[config.mk]
export PLATFORM = sky130hd
export DESIGN_NAME = approx_wallace_accumulator
export DESIGN_NICKNAME = d
export VERILOG_FILES = /design/src/rtl/approx_wallace_accumulator.sv
export SDC_FILE = /design/constraint.sdc
export NUM_CORES = 1
export LEC_CHECK = 0
export ABC_AREA = 1
export CAP_MARGIN = 20
export CORE_ASPECT_RATIO = 0.5
export CORE_MARGIN = 2
export CORE_UTILIZATION = 40
export DETAILED_ROUTE_END_ITERATION = 16
export PLACE_DENSITY = 0.66
export SYNTH_ARGS = -nofsm -noshare
export SYNTH_HDL_FRONTEND = slang
export SYNTH_SLANG_ARGS = --single-unit
export TNS_END_PERCENT = 10
[constraint.sdc]
create_clock -name clk -period 3.3 [get_ports clk]
set_clock_uncertainty 0.15 [all_clocks]
set_input_delay 0.825 -clock clk [delete_from_list [all_inputs] [get_ports clk]]
set_output_delay 0.825 -clock clk [all_outputs]
set_load 0.02 [all_outputs]
[src/rtl/approx_wallace_accumulator.sv]
// Carry-propagate adder and frame accumulator behind the approximate Wallace tree.
// Optional build macro ACC_SAT_EN: clamp the accumulator on overflow instead of wrapping.
module approx_wallace_accumulator #(
  parameter int ACC_W   = 24,
  parameter int N_TERMS = 8
) (
  input  logic             clk,
  input  logic             rst,
  input  logic             in_valid,
  output logic             in_ready,
  input  logic [15:0]      in_sum,
  input  logic [15:0]      in_carry,
  input  logic             in_last,
  output logic             out_valid,
  input  logic             out_ready,
  output logic [ACC_W-1:0] out_acc,
  output logic [7:0]       out_count,
  output logic             out_ovf
);

  // Handshake: a transfer happens on a rising edge where valid && ready; the
  // producer holds its data stable while valid is high and ready is low.

  localparam logic [7:0] N_TERMS_L = 8'(N_TERMS);

  typedef enum logic {
    ACCUM = 1'b0,
    DONE  = 1'b1
  } state_t;

  state_t state;
  state_t state_next;

  logic [ACC_W-1:0] acc;
  logic [7:0]       cnt;
  logic             ovf;

  logic             accept;
  logic             close;
  logic [16:0]      prod;
  logic [ACC_W:0]   sum_ext;
  logic [ACC_W-1:0] acc_next;
  logic             ovf_next;
  logic [7:0]       cnt_next;

  // Full 17-bit product from the two tree rows, zero-extended into the adder.
  assign prod     = {1'b0, in_sum} + {1'b0, in_carry};
  assign sum_ext  = {1'b0, acc} + {{(ACC_W-16){1'b0}}, prod};
  assign ovf_next = ovf | sum_ext[ACC_W];

`ifdef ACC_SAT_EN
  // Once overflowed, the value stays pinned at full scale for the rest of the frame.
  assign acc_next = ovf_next ? {ACC_W{1'b1}} : sum_ext[ACC_W-1:0];
`else
  assign acc_next = sum_ext[ACC_W-1:0];
`endif

  assign cnt_next = cnt + 8'd1;
  assign in_ready = (state == ACCUM);
  assign accept   = in_valid && in_ready;
  assign close    = in_last || (cnt_next == N_TERMS_L);

  always_ff @(posedge clk) begin
    if (rst) begin
      state <= ACCUM;
    end else begin
      state <= state_next;
    end
  end

  always_comb begin
    state_next = state;
    case (state)
      ACCUM: if (accept && close) state_next = DONE;
      DONE:  if (out_ready)       state_next = ACCUM;
      default: state_next = ACCUM;
    endcase
  end

  always_ff @(posedge clk) begin
    if (rst) begin
      acc       <= '0;
      cnt       <= '0;
      ovf       <= 1'b0;
      out_valid <= 1'b0;
      out_acc   <= '0;
      out_count <= '0;
      out_ovf   <= 1'b0;
    end else begin
      case (state)
        ACCUM: begin
          if (accept) begin
            acc <= acc_next;
            cnt <= cnt_next;
            ovf <= ovf_next;
            if (close) begin
              out_acc   <= acc_next;
              out_count <= cnt_next;
              out_ovf   <= ovf_next;
              out_valid <= 1'b1;
            end
          end
        end
        DONE: begin
          if (out_ready) begin
            out_valid <= 1'b0;
            acc       <= '0;
            cnt       <= '0;
            ovf       <= 1'b0;
          end
        end
        default: out_valid <= 1'b0;
      endcase
    end
  end

endmodule
# ---- Word level (Yosys, flattened, before mapping)
# Cells that the tools add are included.
dict set report op_classes {
  n_eq_ne 4
  n_addsub 3
  bitwise_logic 2
  n_reduce_logical 6
  muxes 15
}
# op n
set ops {}
lappend ops {{$mux 24} 2}
lappend ops {{$pmux 24 s2} 1}
lappend ops {{$add 24x17->25} 1}
lappend ops {{$add 16x16->17} 1}
lappend ops {{$mux 8} 2}
lappend ops {{$pmux 8 s2} 1}
lappend ops {{$add 8x1->8 const B} 1}
lappend ops {{$eq 8x4->1 const B} 1}
lappend ops {{$mux 1} 6}
lappend ops {{$pmux 1 s2} 3}
lappend ops {{$reduce_and 3->1} 2}
lappend ops {{$ne 2x1->1 const B} 2}
lappend ops {{$logic_and 1x1->1} 2}
lappend ops {{$ne 2x2->1 const B} 1}
lappend ops {{$reduce_and 2->1} 1}
lappend ops {{$logic_or 1x1->1} 1}
lappend ops {{$not 1->1} 1}
lappend ops {{$or 1x1->1} 1}
dict set report word_totals {
  wordCells 38
  regBits 68
  out_inout_bits 35
}

# ---- Depth between registers and ports, before layout
# Gate-level depths: netlist of the first run.
dict set report depth {
  depth_word 6
  ltp_mapped 17
  ltp_nobuf 17
}

# ---- Least setup slack after synthesis of the first run
# No wires, ideal clock.
dict set report synth_path {
  kind {input -> register}
  start {input in_sum[1]}
  end {register out_acc[11]}
  setup_ns 0.116
  t_arrival_ns 2.800
  path_stages 14
  slack_ns 0.234
  cell_sequence {inv_1 fa_1 inv_1 ha_1 fa_1 nand2_1 nand2_1 nand3b_1 nand2_1 nand2_1 nand2_1 xor2_1 o21ai_0 nor2_1}
}
dict set report synth_via {
  elab_chain_len 2
}
# item line_no
set synth_lines {}
lappend synth_lines {{start: declaration} 11} ;# input logic [15:0] in_sum,
lappend synth_lines {{$add 16x16->17} 47} ;# assign prod = {1'b0, in_sum} + {1'b0, in_carry};
lappend synth_lines {{$add 24x17->25} 48} ;# assign sum_ext = {1'b0, acc} + {{(ACC_W-16){1'b0}}, prod};
lappend synth_lines {{end signal: assignment} 97} ;# out_acc <= acc_next;
lappend synth_lines {{end: declaration} 16} ;# output logic [ACC_W-1:0] out_acc,
# Every way passes these cells.
# A chain may end at the register's enable or synchronous reset.

# ---- Worst setup path in the final report of the first run
dict set report layout_path {
  start {input in_sum[1]}
  end {register out_acc[15]}
}
# Same word-level chain as after synthesis.

==> results of run 1 <==
layout make-up:
type                            count  area [um^2]
Clock buffer                       12          246
Clock inverter                      4         25.0
Fill cell                        1018         4560
Inverter                           69          259
Multi-Input combinational cell    490         2650
Sequential cell                    68         1360
Tap cell                          140          175
Timing Repair Buffer              114         1040
per-stage QoR:
stage	hold slack, ps	total power [mW]	utilization [%]
final	318	4.04	55.8
after global routing	349	4.38	55.8
after CTS	317	3.96	54.8
after detailed placement	309	3.05	52.1
after global placement	303	3.03	52.1
after floorplan	290	2.24	-
cells in the mapped netlist (6+ instances only):
cell type / count
a21oi_1: 44
clkbuf_1: 8
dfxtp_1: 68
fa_1: 17
ha_1: 17
inv_1: 69
nand2_1: 219
nand3_1: 33
nand3b_1: 6
nor2_1: 101
o21ai_0: 16
xnor2_1: 6
xor2_1: 7
state kept, by name (all words and copies together) (netlist names):
register	cells
out_count	8
out_acc	24
out_valid	1
cnt	8
out_ovf	1
acc	24
state	1
ovf	1
worst register-to-register path, stage by stage (launching register included):
cell,delay (ps)
dfxtp_1,330
inv_1,60
fa_1,540
inv_2,50
ha_4,170
fa_2,380
nand2_2,90
nand2_4,60
nand3b_1,110
nand2_2,120
nand2_2,110
nand2_4,70
xnor2_2,150
nand2_1,70
nand2_1,60
nor2_1,40
per-layer routing:
metal  vias to the layer above  wire length [um]
li1                       2220                 -
met1                      1920              5730
met2                        92              5090
met3                         9               633
met4                         0               101
met5                         -                 0
what timing repair did:
action,CTS,global route
setup endpoints to repair,15,28
gates resized for setup,5,22
setup buffers,0,1
hold buffers,0,0
pin swaps,0,12
cell usage in the layout, fill, tap and decap left out, types with 2 or more instances in the layout:
master / Yosys / final
o21ai_0: 16 / 15
buf_4: 0 / 43
clkdlybuf4s50_1: 0 / 70
fa_1: 17 / 16
nand3_2: 1 / 3
a21oi_2: 0 / 4
clkinvlp_4: 0 / 2
nand3_1: 33 / 31
nand2_1: 219 / 210
nand2_2: 2 / 9
xnor2_1: 6 / 5
dfxtp_1: 68 / 68
ha_1: 17 / 15
nand3b_1: 6 / 6
inv_1: 69 / 67
a21oi_1: 44 / 40
nand2_4: 0 / 2
nor2_2: 3 / 4
nand4_1: 4 / 4
ha_4: 0 / 2
clkbuf_16: 0 / 9
inv_2: 0 / 2
clkinv_2: 0 / 2
clkbuf_1: 8 / 2
nor2_1: 101 / 100
or2_2: 5 / 5
nor3_1: 2 / 2
xor2_1: 7 / 6
worst paths after layout:
check	to	slack, ps	cells past startpoint
worst max register to register	out_acc[15]$_SDFFE_PP0P_	640	15
worst min-delay path	out_valid$_SDFFE_PP0P_	320	2
worst min register to register	out_valid$_SDFFE_PP0P_	320	2
worst max-delay path	out_acc[15]$_SDFFE_PP0P_	90	16
power by group through the flow:
| stage | clock (mW) | sequential (mW) | combinational [mW] |
|---|---|---|---|
| CTS | 0.902 | 1.02 | 2.03 |
| finish | 0.889 | 1.02 | 2.13 |
| global placement | 0 | 1.04 | 1.99 |
| detailed placement | 0 | 1.04 | 2.01 |
| global route | 0.947 | 1.04 | 2.39 |
| floorplan | 0 | 1.06 | 1.18 |
cells by family after synthesis:
group / count (synthesis) / synth area share (%)
buffers and inverters: 90 / 8.74
AOI/OAI and AO/OA: 64 / 7.89
and+or+nand+nor: 379 / 36.0
xor gates and xnor gates: 13 / 2.66
adders and majority gates: 34 / 12.9
DFF: 68 / 31.8
==> impl_metrics.env, run 1 <==
export IMPL_die_w_um=150
export IMPL_r2r_start="acc[1]$_SDFFE_PP0P_"
export IMPL_critical_path_class="input pin to flip-flop"
export IMPL_gr_usage_all_layers_pct=21.3
export IMPL_core_um2=10300
export IMPL_post_place_ws_ps=-449
export IMPL_ios=72
export IMPL_ir_drop_mv=0.362
export IMPL_met3_usage_pct=3.99
export IMPL_wl_um=11600
export IMPL_final_nets=823
export IMPL_design_area_um2=5750
export IMPL_crit_family="adder cells"
export IMPL_clock_fmax_mhz=312
export IMPL_post_drt_wl_per_cell_um=12.9
export IMPL_crit_fanout=5
export IMPL_grt_ovfl_total=0
export IMPL_ys_seq_area_share_pct=31.8
export IMPL_max_slew_margin_pct=71.7
export IMPL_n_antenna_cell=0
export IMPL_path_cells="clkdlybuf4s50_1 -> inv_1 -> fa_1 -> inv_2 -> ha_4 -> fa_2 -> nand2_2 -> nand2_4 -> nand3b_1 -> nand2_2 -> nand2_2 -> nand2_4 -> xnor2_2 -> nand2_1 -> nand2_1 -> nor2_1"
export IMPL_cp_num_buf_inv=3
export IMPL_p_int_mw=2.45
export IMPL_p_leak_nw=2.62
export IMPL_grt_pass1_wl_um=19600
export IMPL_initialDrtViolationCount=211
export IMPL_crit_slowest_cell="fa_1"
export IMPL_ant_nets=0
export IMPL_async_flop_share_pct=0
export IMPL_gp_congestion=0.851
export IMPL_yosys_top_cells_area="dfxtp_1 (32%), nand2_1 (19%), nor2_1 (8.9%)"
export IMPL_h_tree_depth=3
export IMPL_synthesis_nets=719
export IMPL_place_area_um2=5370
export IMPL_met1_usage_pct=29.6
export IMPL_viasPerCell=4.73
export IMPL_fp_dieArea_um2=11600
export IMPL_end_kind="flip-flop"
export IMPL_cts_reportedPaths_clkPinSlew_ps=50
export IMPL_worst_slack_ps=92.5
export IMPL_avgSynthCellArea_um2=6.61
export IMPL_critPathMaxStageDelay_ps=490
export IMPL_numCtsBuffers=9
export IMPL_port_buffers=71
export IMPL_dp_cells=880
export IMPL_met2_usage_pct=33.8
export IMPL_hold_viol=0
export IMPL_cts_root_buf="clkbuf_16"
export IMPL_net_switching_power_mw=1.60
export IMPL_drc=0
export IMPL_syn2layout_area_growth_pct=34.3
export IMPL_pwr_share_comb_pct=52.8
export IMPL_top_usage_layer="met2"
export IMPL_startpoint_type="input pin"
export IMPL_arrival_ps=3290
export IMPL_slew_viol_final=0
export IMPL_netSwitchingFraction_pct=39.4
export IMPL_post_route_min_period_ps=3210
export IMPL_antenna_found_initial=0
export IMPL_grt_pass1_vias=4041
export IMPL_drv_cap=0
export IMPL_ys_warnings_count=0
export IMPL_outcome="complete, no violations"
export IMPL_layout_drive_gt1_share_pct=12.3
export IMPL_clk_path_buf_depth=2
export IMPL_path_common_cell="nand2_2"
export IMPL_worstHoldPathType="flip-flop to flip-flop"
export IMPL_dr_pass1_iters=5
export IMPL_worst_slew_pin_slew_ps=424
export IMPL_syn_area_um2=4280
export IMPL_die_h_um=77.2
export IMPL_fin_cells=897
export IMPL_synth_largest_area_cell="dfxtp_1"
export IMPL_power_density_nw_per_um2=703
export IMPL_synthCells=648
export IMPL_cts_tree="built"
export IMPL_startpoint="in_sum[1]"
export IMPL_ys_types=29
export IMPL_initial_core_util_pct=41.5
export IMPL_worstPathRequired_ps=3380
export IMPL_grt_max_degree=36
export IMPL_ys_seq_elements=68
export IMPL_clkSinkCount=68
export IMPL_holdCritStartpoint="out_valid$_SDFFE_PP0P_"
export IMPL_seqPwrFrac_pct=25.2
export IMPL_setup_tns_ps=0
export IMPL_yosysTopAreaCellShare_pct=31.8
export IMPL_num_rows=26
export IMPL_dp_hpwl_um=8670
export IMPL_clkPwrFrac_pct=22.0
export IMPL_clk_latency_ps=340
export IMPL_min_period_over_period_pct=97.2
export IMPL_vias=4241
export IMPL_rsz0062_at_grt="true"
export IMPL_final_setup_viol_count=0
export IMPL_synthFlopType="dfxtp_1"
export IMPL_synth_edf_count=0
Note: power is estimated with default switching activity, not from simulation.
==> run 2: changes to the inputs <==
Settings changed: ABC_AREA 1 to default, PLACE_DENSITY 0.66 to 0.67.
==> run 2 against run 1 <==
Net effect:
- routed wire length is 9.7% lower
- cell area down 2.3%
- first-iteration DRC count up 0.95%
- critical path depth shrank 2
- non-clock buffer count rose by 21
- largest power group unchanged
==> impl_metrics.env, run 2 <==
export IMPL_outcome="complete, no violations"
export IMPL_wl_met2_um=4580
export IMPL_synthTopCellsByCount="dfxtp_1 (68), nand2_1 (57), nor2_1 (44)"
export IMPL_yosysTopAreaCellShare_pct=35.2
export IMPL_numCtsBuffers=9
export IMPL_post_route_min_period_ps=3300
export IMPL_vias=3642
export IMPL_die_w_um=143
export IMPL_top_regs="acc x24, out_acc x24"
export IMPL_synth_largest_area_cell="dfxtp_1"
export IMPL_synth_edf_count=0
export IMPL_min_period_over_period_pct=99.9
export IMPL_arrival_ps=3340
export IMPL_hold_viol=0
export IMPL_power_density_nw_per_um2=822
export IMPL_initial_core_util_pct=41.1
export IMPL_crit_fanout=8
export IMPL_layout_drive_gt1_share_pct=22.2
export IMPL_worstHoldPathType="flip-flop to flip-flop"
export IMPL_setup_tns_ps=0
export IMPL_drv_cap=0
export IMPL_p_leak_nw=2.27
export IMPL_cts_tree="built"
export IMPL_critical_path_class="input pin to flip-flop"
export IMPL_synthCells=444
export IMPL_dr_pass1_iters=4
export IMPL_final_nets=637
export IMPL_post_drt_wl_per_cell_um=14.8
export IMPL_n_antenna_cell=0
export IMPL_yosysMostFrequentCell="dfxtp_1"
export IMPL_routed_top_layer="met4"
export IMPL_final_cell_mix="dfxtp_1 (68), buf_4 (61), nand2_1 (57), nor2_1 (44), clkdlybuf4s50_1 (42)"
export IMPL_slew_viol_final=0
export IMPL_h_tree_depth=3
export IMPL_wl_um=10400
export IMPL_grt_ovfl_total=0
export IMPL_dp_cells=681
export IMPL_net_switching_power_mw=1.69
export IMPL_post_place_ws_ps=-942
export IMPL_grt_max_degree=25
export IMPL_yosys_top_cells_area="dfxtp_1 (35%), fa_1 (8.8%), nand2_1 (5.5%)"
export IMPL_postCtsHoldBufs=0
export IMPL_die_h_um=73.6
export IMPL_grt_pass1_vias=3581
export IMPL_critPathMaxStageDelay_ps=520
export IMPL_max_slew_margin_pct=52.8
export IMPL_grt_pass1_wl_um=17400
export IMPL_worst_slew_pin_slew_ps=708
export IMPL_fp_dieArea_um2=10500
export IMPL_whs_ps=298
export IMPL_pwr_share_comb_pct=55.2
export IMPL_rsz0062_at_grt="true"
export IMPL_synthesis_nets=515
export IMPL_gr_usage_all_layers_pct=21.5
export IMPL_utilization_pct=59.7
export IMPL_avgSynthCellArea_um2=8.72
export IMPL_ir_drop_mv=0.436
export IMPL_synthFlopType="dfxtp_1"
export IMPL_wl_met3_um=456
export IMPL_cts_reportedPaths_clkPinSlew_ps=60
export IMPL_ys_seq_elements=68
export IMPL_crit_slowest_cell="fa_1"
export IMPL_dp_hpwl_um=7500
export IMPL_path_cells="buf_6 -> inv_2 -> fa_1 -> inv_2 -> ha_4 -> fa_2 -> a211o_1 -> a211oi_2 -> o31ai_4 -> o221ai_2 -> buf_12 -> buf_8 -> or3_1 -> a311oi_2"
export IMPL_ys_types=50
export IMPL_port_buffers=71
export IMPL_clkPwrFrac_pct=21.9
export IMPL_num_rows=25
export IMPL_viasPerCell=5.16
export IMPL_startpoint_type="input pin"
export IMPL_design_area_um2=5620
export IMPL_syn_area_um2=3870
export IMPL_ios=72
export IMPL_worst_slack_ps=4.59
export IMPL_async_flop_share_pct=0
export IMPL_worstPathRequired_ps=3340
export IMPL_end_kind="flip-flop"
export IMPL_clk_path_buf_depth=2
export IMPL_p_int_mw=2.93
export IMPL_drc=0
export IMPL_netSwitchingFraction_pct=36.6
export IMPL_ant_nets=0
export IMPL_core_um2=9420
export IMPL_fin_cells=706
export IMPL_place_area_um2=5070
export IMPL_final_setup_viol_count=0
export IMPL_path_common_cell="inv_2"
export IMPL_report_power_total_mw=4.62
export IMPL_clkSinkCount=68
export IMPL_ys_seq_area_share_pct=35.2
export IMPL_ys_warnings_count=0
export IMPL_gp_congestion=0.838
export IMPL_syn2layout_area_growth_pct=45.2
export IMPL_initialDrtViolationCount=213
export IMPL_met1_length_um=5250
export IMPL_final_common_cell="dfxtp_1"
export IMPL_antenna_found_initial=0
export IMPL_seqPwrFrac_pct=22.9
export IMPL_clock_fmax_mhz=303
export IMPL_cts_root_buf="clkbuf_16"
export IMPL_clk_latency_ps=350
[run 2: cell count changes after synthesis, sizes merged, moves of 10 or more]
| cell | delta |
|---|---|
| nand2 | -164 |
| nor2 | -60 |
| inv | -59 |
| nand3 | -27 |
| a22oi | +14 |
| a211oi | +12 |
| a21o | +10 |
[run 2: kinds of logic after synthesis]
group / Yosys count / share of synthesized area, %
and+or+nand+nor: 149 / 17.6
AOI/OAI and AO/OA: 137 / 23.9
DFF: 68 / 35.2
buffers and inverters: 34 / 3.85
adders and majority gates: 34 / 14.3
xor gates and xnor gates: 22 / 5.17
[run 2: power groups by stage]
stage               sequential [mW]  clock (mW)  combinational, mW
floorplan                      1.12           0               1.22
global placement               1.07           0               2.21
detailed placement             1.07           0               2.21
CTS                            1.06        1.03               2.51
global route                   1.08        1.06               2.80
finish                         1.06        1.01               2.55
[run 2: cell type report]
class	count	area, um^2
timing repair buffer	135	1160
multi-input combinational	342	2570
fill	854	3790
sequential	68	1360
inverter	10	45.0
clock buffer	11	253
clock inverter	5	58.8
tap	135	169
[run 2: path summary, 6_finish.rpt]
path | depth (start not counted) | startpoint | endpoint | slack (ps)
worst min register to register | 2 | out_acc[6]$_SDFFE_PP0P_ | out_acc[6]$_SDFFE_PP0P_ | 300
worst min-delay path | 2 | out_acc[6]$_SDFFE_PP0P_ | out_acc[6]$_SDFFE_PP0P_ | 300
worst max-delay path | 14 | in_sum[1] | out_acc[19]$_SDFFE_PP0P_ | 5
worst max register to register | 13 | acc[1]$_SDFFE_PP0P_ | out_acc[19]$_SDFFE_PP0P_ | 150
[run 2: routing by layer]
metal  GRT usage (%)  vias to the layer above
met2            33.3                       64
met5               0                        -
met4            7.15                        0
met1            29.3                     1711
li1                -                     1853
met3            5.61                       14
[run 2: repair_timing]
item,CTS,global route
setup buffers,9,0
gates resized for setup,91,6
setup endpoints to repair,36,16
pin swaps,37,4
[run 2: critical path: cells and delay by family]
kind            cells  cell delay, ps
fa+ha+maj           3            1030
simple gates        1             110
buf+inv             5             420
compound gates      5             970
